<file path="src/rtl/rms_meter.sv">
// rms_meter: streaming RMS level detector.
// Squares each accepted sample into a window accumulator. When a window of
// 2^LOG2_WIN samples closes, the mean square is taken with an exact shift.
// A bit-serial engine then produces floor(sqrt(mean square)) over DATA_W
// cycles. Accumulation of the next window continues while the root runs.
module rms_meter #(
  parameter int DATA_W   = 16,
  parameter int LOG2_WIN = 12
) (
  input  logic                  clk,
  input  logic                  rst,
  input  logic [DATA_W-1:0]     x_in,
  input  logic                  x_valid,
  input  logic                  clear,
  output logic [2*DATA_W-1:0]   ms_out,
  output logic [DATA_W-1:0]     rms_out,
  output logic                  rms_valid,
  output logic                  busy
);

  localparam int ACC_W = 2*DATA_W + LOG2_WIN;
  localparam int SQ_W  = 2*DATA_W;
  localparam int BIT_W = (DATA_W > 1) ? $clog2(DATA_W) : 1;

  typedef enum logic [1:0] {
    ST_IDLE = 2'd0,
    ST_SQRT = 2'd1,
    ST_DONE = 2'd2
  } state_t;

  state_t             state_r;
  state_t             state_next_s;

  logic [ACC_W-1:0]   acc_r;
  logic [LOG2_WIN-1:0] cnt_r;
  logic [SQ_W-1:0]    ms_reg_r;
  logic [DATA_W-1:0]  root_r;
  logic [SQ_W-1:0]    root_sq_r;
  logic [BIT_W-1:0]   bit_r;

  logic [SQ_W-1:0]    ms_out_r;
  logic [DATA_W-1:0]  rms_out_r;
  logic               rms_valid_r;
  logic               busy_r;

  logic signed [SQ_W-1:0] x_ext_s;
  logic signed [SQ_W-1:0] prod_s;
  logic [ACC_W-1:0]   sum_s;
  logic               close_s;
  logic [DATA_W-1:0]  guess_s;
  logic [SQ_W-1:0]    guess_sq_s;
  logic [SQ_W-1:0]    root_ext_s;
  logic [SQ_W-1:0]    bit_sq_s;

  // Sample square and window sum. The true square never exceeds
  // 2^(2*DATA_W-2), so the signed product read as unsigned is exact.
  assign x_ext_s = {{DATA_W{x_in[DATA_W-1]}}, x_in};
  assign prod_s  = x_ext_s * x_ext_s;
  assign sum_s   = acc_r + {{LOG2_WIN{1'b0}}, prod_s};
  // A clear on the closing edge wins: the window simply restarts.
  assign close_s = x_valid && !clear && (&cnt_r);

  // Trial root for the current bit and its square built incrementally:
  // (r + 2^b)^2 = r^2 + 2^(2b) + r*2^(b+1)
  assign guess_s    = root_r | ({{(DATA_W-1){1'b0}}, 1'b1} << bit_r);
  assign root_ext_s = {{DATA_W{1'b0}}, root_r};
  assign bit_sq_s   = {{(SQ_W-1){1'b0}}, 1'b1} << {bit_r, 1'b0};
  assign guess_sq_s = root_sq_r + bit_sq_s
                    + (root_ext_s << ({1'b0, bit_r} + {{BIT_W{1'b0}}, 1'b1}));

  // Window accumulator and accepted-sample counter.
  always_ff @(posedge clk) begin
    if (rst) begin
      acc_r <= {ACC_W{1'b0}};
      cnt_r <= {LOG2_WIN{1'b0}};
    end else if (clear) begin
      acc_r <= {ACC_W{1'b0}};
      cnt_r <= {LOG2_WIN{1'b0}};
    end else if (close_s) begin
      acc_r <= {ACC_W{1'b0}};
      cnt_r <= {LOG2_WIN{1'b0}};
    end else if (x_valid) begin
      acc_r <= sum_s;
      cnt_r <= cnt_r + {{(LOG2_WIN-1){1'b0}}, 1'b1};
    end else begin
      acc_r <= acc_r;
      cnt_r <= cnt_r;
    end
  end

  // Root engine state register.
  always_ff @(posedge clk) begin
    if (rst) begin
      state_r <= ST_IDLE;
    end else begin
      state_r <= state_next_s;
    end
  end

  // Root engine next-state logic.
  always_comb begin
    state_next_s = state_r;
    case (state_r)
      ST_IDLE: begin
        if (close_s) state_next_s = ST_SQRT;
        else         state_next_s = ST_IDLE;
      end
      ST_SQRT: begin
        if (bit_r == {BIT_W{1'b0}}) state_next_s = ST_DONE;
        else                        state_next_s = ST_SQRT;
      end
      ST_DONE: begin
        if (close_s) state_next_s = ST_SQRT;
        else         state_next_s = ST_IDLE;
      end
      default: state_next_s = ST_IDLE;
    endcase
  end

  // Mean-square capture and bit-serial root datapath.
  always_ff @(posedge clk) begin
    if (rst) begin
      ms_reg_r  <= {SQ_W{1'b0}};
      root_r    <= {DATA_W{1'b0}};
      root_sq_r <= {SQ_W{1'b0}};
      bit_r     <= {BIT_W{1'b0}};
    end else if (close_s) begin
      ms_reg_r  <= sum_s[ACC_W-1:LOG2_WIN];
      root_r    <= {DATA_W{1'b0}};
      root_sq_r <= {SQ_W{1'b0}};
      bit_r     <= BIT_W'(DATA_W-1);
    end else if (state_r == ST_SQRT) begin
      if (guess_sq_s <= ms_reg_r) begin
        root_r    <= guess_s;
        root_sq_r <= guess_sq_s;
      end else begin
        root_r    <= root_r;
        root_sq_r <= root_sq_r;
      end
      bit_r <= bit_r - {{(BIT_W-1){1'b0}}, 1'b1};
    end else begin
      ms_reg_r  <= ms_reg_r;
      root_r    <= root_r;
      root_sq_r <= root_sq_r;
      bit_r     <= bit_r;
    end
  end

  // Registered results, one-cycle strobe and busy flag.
  always_ff @(posedge clk) begin
    if (rst) begin
      ms_out_r    <= {SQ_W{1'b0}};
      rms_out_r   <= {DATA_W{1'b0}};
      rms_valid_r <= 1'b0;
      busy_r      <= 1'b0;
    end else begin
      rms_valid_r <= (state_r == ST_DONE);
      busy_r      <= (state_next_s == ST_SQRT);
      if (state_r == ST_DONE) begin
        ms_out_r  <= ms_reg_r;
        rms_out_r <= root_r;
      end else begin
        ms_out_r  <= ms_out_r;
        rms_out_r <= rms_out_r;
      end
    end
  end

  assign ms_out    = ms_out_r;
  assign rms_out   = rms_out_r;
  assign rms_valid = rms_valid_r;
  assign busy      = busy_r;

endmodule

</file>
<file path="config.mk">
export PLATFORM = sky130hd
export DESIGN_NAME = rms_meter
export DESIGN_NICKNAME = d
export VERILOG_FILES = /design/src/rtl/rms_meter.sv
export SDC_FILE = /design/constraint.sdc
export NUM_CORES = 1
export LEC_CHECK = 0
export ABC_AREA = 1
export ABC_CLOCK_PERIOD_IN_PS = 10700
export BUFFER_PORTS_ARGS = -buffer_cell sky130_fd_sc_hd__buf_2
export CORE_ASPECT_RATIO = 0.8
export CORE_MARGIN = 2
export CORE_UTILIZATION = 55
export CTS_CLUSTER_DIAMETER = 200
export CTS_CLUSTER_SIZE = 12
export DETAILED_ROUTE_END_ITERATION = 8
export PLACE_DENSITY_LB_ADDON = 0.25
export SLEW_MARGIN = 20
export SYNTH_ARGS = -nofsm -noshare
export SYNTH_HDL_FRONTEND = slang
export SYNTH_SLANG_ARGS = --single-unit
</file>
<file path="constraint.sdc">
create_clock -name clk -period 10.7 [get_ports clk]
set_input_delay 1.07 -clock clk [delete_from_list [all_inputs] [get_ports clk]]
set_output_delay 1.07 -clock clk [all_outputs]
set_load 0.02 [all_outputs]
</file>
[After elaboration in Yosys (flattened, before gate mapping)]
Index checks and enable logic that the tools add are counted.
Word-level totals
  register bits after elaboration: 192
  bits of input ports: 20
  output and inout bits: 50
  word-level logic and storage cells: 42
Operators by class
  $add $sub $neg: 6
  $mul: 1
  order comparisons: 1
  equality and inequality tests: 3
  shifts and indexed selects: 3
  multiplexer cells: 5
  bitwise gates (word level): 1
  reductions and logical operators: 11
Operator list (count)
  32-bit adder: 2
  44-bit by 32-bit adder with 44-bit output: 1
  32-bit less-or-equal comparator: 1
  16-bit by 16-bit multiplier with 32-bit output: 1
  1-bit by 5-bit left shift with 32-bit output (first input constant): 1
  16-bit by 5-bit left shift with 32-bit output: 1
  16-bit OR: 1
  1-bit by 4-bit left shift with 16-bit output (first input constant): 1
  12-bit by 1-bit adder with 12-bit output (second input constant): 1
  12-bit AND reduction: 1
  4-bit 2-to-1 mux: 2
  4-bit by 1-bit adder with 5-bit output (second input constant): 1
  2-bit by 1-bit == test with 1-bit output (second input constant): 2
  4-bit zero test: 1
  2-bit case mux with 2 select lines: 1
  2-bit OR reduction: 2
  4-bit by 1-bit subtractor with 4-bit output (second input constant): 1
  3-bit OR reduction: 1
  2-bit == test (second input constant): 1
  1-bit logical AND: 2
  2-bit zero test: 1
  2-bit 2-to-1 mux: 1
  2-bit AND reduction: 1
  2-bit nonzero test: 1
  2 further kinds: 2

[Logic depth before layout (Yosys ltp)]
  depth after elaboration: 6
  depth in mapped cells: 41
  mapped depth without buffers: 40

[Least setup slack after synthesis]
OpenSTA, ideal clock, no wires.
  kind: input port to flip-flop
  start point: input x_in[1]
  end point: register ms_reg_r[27]
  setup time: 0.121 ns
  data arrival time: 7.659 ns
  data required time: 10.579 ns
  path slack: 2.920 ns
  cell stages on the path: 31
  buffers on the path: 2
  path through: clkbuf_1 clkbuf_1 nand2_1 inv_1 fa_1 inv_1 fa_1 inv_1 fa_1 inv_1 fa_1 fa_1 fa_1 inv_1 ha_1 inv_1 nor3_1 nand2_1 o211a_1 nand3_1 nand2_1 ha_1 inv_1 nor3_1 nand2_1 nor3_1 nand3_1 nand3_1 nand2_1 nand3_1 o21ai_0
Between the ends
  word-level cells in the longest chain between the ends: 2
RTL lines
  from (decl): line 12  | input logic [DATA_W-1:0] x_in,
  16-bit by 16-bit multiplier with 32-bit output: line 58  | assign prod_s = x_ext_s * x_ext_s;
  44-bit by 32-bit adder with 44-bit output: line 59  | assign sum_s = acc_r + {{LOG2_WIN{1'b0}}, prod_s};
  to (signal assigned): line 123  | ms_reg_r <= {SQ_W{1'b0}};
  to (signal assigned): line 128  | ms_reg_r <= sum_s[ACC_W-1:LOG2_WIN];
  to (signal assigned): line 142  | ms_reg_r <= ms_reg_r;
  to (decl): line 36  | logic [SQ_W-1:0] ms_reg_r;
Every way passes these cells.
A chain may end at the register's enable or synchronous reset.

[Worst setup path in the final report]
  start point: input x_in[15]
  end point: register ms_reg_r[27]
Same word-level chain as after synthesis.

==> out/results.ini <==
[final_layout]
nNetsFinal = 3940
final.fill_count = 4246
antenna_cells = 0
mostFrequentLayoutCell = nand2_1
area_growth_pct = 5.39
drive_gt1_share_pct = 3.86
regArea_um2 = 3840
multi_input_area_um2 = 16700
final_cell_mix = nand2_1 (870), inv_1 (735), nor2_1 (295)

[worst_setup_path]
critPathMaxFanout = 24
reg2reg_depth = 29
cp_slowest_stage_delay_ps = 1030
reg2reg_from = bit_r[0]$_SDFFE_PP0P_
r2r_end = root_sq_r[30]$_SDFFE_PP0P_
crit_family = adder cells
reg2reg_setup_slack_ps = 2740
critPathLaunchType = input pin
worstPathRequired_ps = 11030
cpMaxStageDelayCell = nor4_1
endpoint_kind = flip-flop
crit_type = in2reg
critPathBufInv = 5
arrival_ps = 9450

[place]
hpwl_mm = 54.2
io_buffers = 69
place.gp.congestion = 1.05

[clocking]
clockBufferDepth = 2
clock-sinks = 192
cts-resized-gates = 0
cts_buffers = 17
cts_tree = built
cts-root-buf = clkbuf_16
ctsHtreeMaxLevel = 4
postCtsSetupBuffers = 0
clk_pin_slew_ps = 80
cts_hold_buf = 0
clk_latency_ps = 460

[synthesis]
synthCells = 3459
syn_nets = 3944
synth-seq-cells = 192
synth_top_family_by_area = adder cells
ys_seq_area_share_pct = 16.2
synth_warnings = 0
synth_compound_area_share_pct = 9.70
synth.cell_area_um2 = 23800
netlist-cell-type-count = 51
synthXorXnorAreaFrac_pct = 2.95
synthMuxAreaShare_pct = 0.0421
synthAdderAreaFrac_pct = 32.6
avgSynthCellArea_um2 = 6.87
synth-simple-area-share_pct = 25.1

[routing]
route.detailed.drc = 0
drtPass1Iterations = 6
wirelength_mm = 65.5
vias = 21500
wl_per_cell_um = 16.3
drtIter0Drc = 2297
drtAntennaViolNets = 0
via_per_inst = 5.35

[timing]
finalSetupViolCount = 0
clock.fmax_mhz = 110
finalClockSkew_ps = 10.9
slew_headroom_pct = 19.5
finalHoldViolCount = 0
tightest_slew_ps = 1200
min_period_ps = 9120
tns_ps = 0
period_share_pct = 85.3
rsz0062_at_grt = no
slew_viol_final = 0

[worst_hold_path]
hp-class = reg2reg
hold_end = ms_reg_r[6]$_SDFFE_PP0P_
holdPathStages = 2
min_from = ms_reg_r[6]$_SDFFE_PP0P_

[die]
rows = 68
die_h_um = 190
die_area_um2 = 44900
num_io_pins = 70
initial_core_util_pct = 55.4
core_um2 = 42900
dieWidth_um = 236

[grt]
grt_antenna_before_repair = 0
grt_first_pass_wirelength_mm = 107
grt_max_degree = 91
grt_pass1_vias = 19900
grt-ovfl-total = 0
grt_usage_pct = 30.2

[flow_run]
drv_cap = 0

[outcome]
status = finished clean

## cell usage after synthesis, drive strengths merged
library cell	count	share of area [%]
nand3	180	3.9
a21boi	3	0.095
o311ai	2	0.074
dfxtp	192	16
a21o	7	0.22
mux2i	1	0.042
ha	210	11
xor2	51	1.9
buf	26	0.60
o22ai	16	0.42
clkbuf	75	1.2
nor3b	2	0.063
and3	1	0.026
clkinv	2	0.032
a31oi	9	0.24
xnor2	29	1.1
a21oi	209	4.4
inv	739	12
nand4	42	1.1
nand3b	5	0.16
o2111ai	1	0.037
o221ai	3	0.11
o21bai	14	0.44
o31ai	1	0.032
nor2	300	4.8
nand2	873	14
o21a	2	0.063
or4	1	0.032
or2	8	0.21
a211oi	2	0.063
fa	255	21
nor3	30	0.63
o211a	1	0.042
a31o	3	0.11
and2	1	0.026
o211ai	5	0.16
a22oi	1	0.032
o21ai	150	3.2
nor4	7	0.18
## metal layers
metal | GRT usage, % | vias up | share of wire (%)
met2 | 40.9 | 854 | 38
met4 | 3.80 | 0 | 0.75
li1 | - | 10600 | -
met1 | 48.9 | 10000 | 50
met3 | 7.36 | 39 | 11
met5 | 0 | - | 0
## worst max-delay path by stage
| stage | end | startpoint | cells after the start |
|---|---|---|---|
| after floorplan | ms_reg_r[27]$_SDFFE_PP0P_ | x_in[1] | 31 |
| after global placement | ms_reg_r[27]$_SDFFE_PP0P_ | x_in[15] | 29 |
| after detailed placement | ms_reg_r[27]$_SDFFE_PP0P_ | x_in[15] | 29 |
| after CTS | ms_reg_r[27]$_SDFFE_PP0P_ | x_in[15] | 29 |
| after global routing | ms_reg_r[27]$_SDFFE_PP0P_ | x_in[15] | 29 |
| final | ms_reg_r[27]$_SDFFE_PP0P_ | x_in[15] | 29 |
## cells by family after synthesis
kind of cell    count (synthesis)
simple gates                 1450
buf+inv                       842
fa+ha+maj                     465
compound gates                429
flops                         192
xor+xnor                       80
mux                             1
## through the flow
stage | worst slack [ps] | hold WS [ps] | cell area (µm²) | utilization, % | std cells
3_3_place_gp | 1630 | 440 | 24500 | 57.0 | 3996
5_1_grt | 1220 | 493 | 25000 | 58.4 | 4028
2_1_floorplan | 2920 | 426 | 23800 | - | 3459
4_1_cts | 1950 | 460 | 25000 | 58.4 | 4028
3_5_place_dp | 1500 | 447 | 24500 | 57.0 | 3996
6_report | 1580 | 461 | 25000 | 58.4 | 4028
## registers in the layout, summed over array words and instances, names as in the netlist
register	count
busy	1
ms_reg_r	32
root_r	16
acc_r	44
state_r	2
rms_valid	1
root_sq_r	32
ms_out	32
bit_r	4
cnt_r	12
rms_out	16
## worst register-to-register path: cells and delay by family, from the launching register on
family          cells  cell delay, ps
flops               1             840
compound gates      3            1120
simple gates       17            2250
fa+ha+maj           4            2050
buf+inv             5            1620
## layout make-up
class	count	area share, %
Multi-Input combinational cell	2425	66.8
Sequential cell	192	15.4
Inverter	741	11.1
Tap cell	560	2.80
Clock buffer	20	1.78
Timing Repair Buffer	78	1.65
Clock inverter	12	0.545
Power is not shown: default switching activity piles up to over one toggle a cycle in this logic, so the estimate is an artifact.
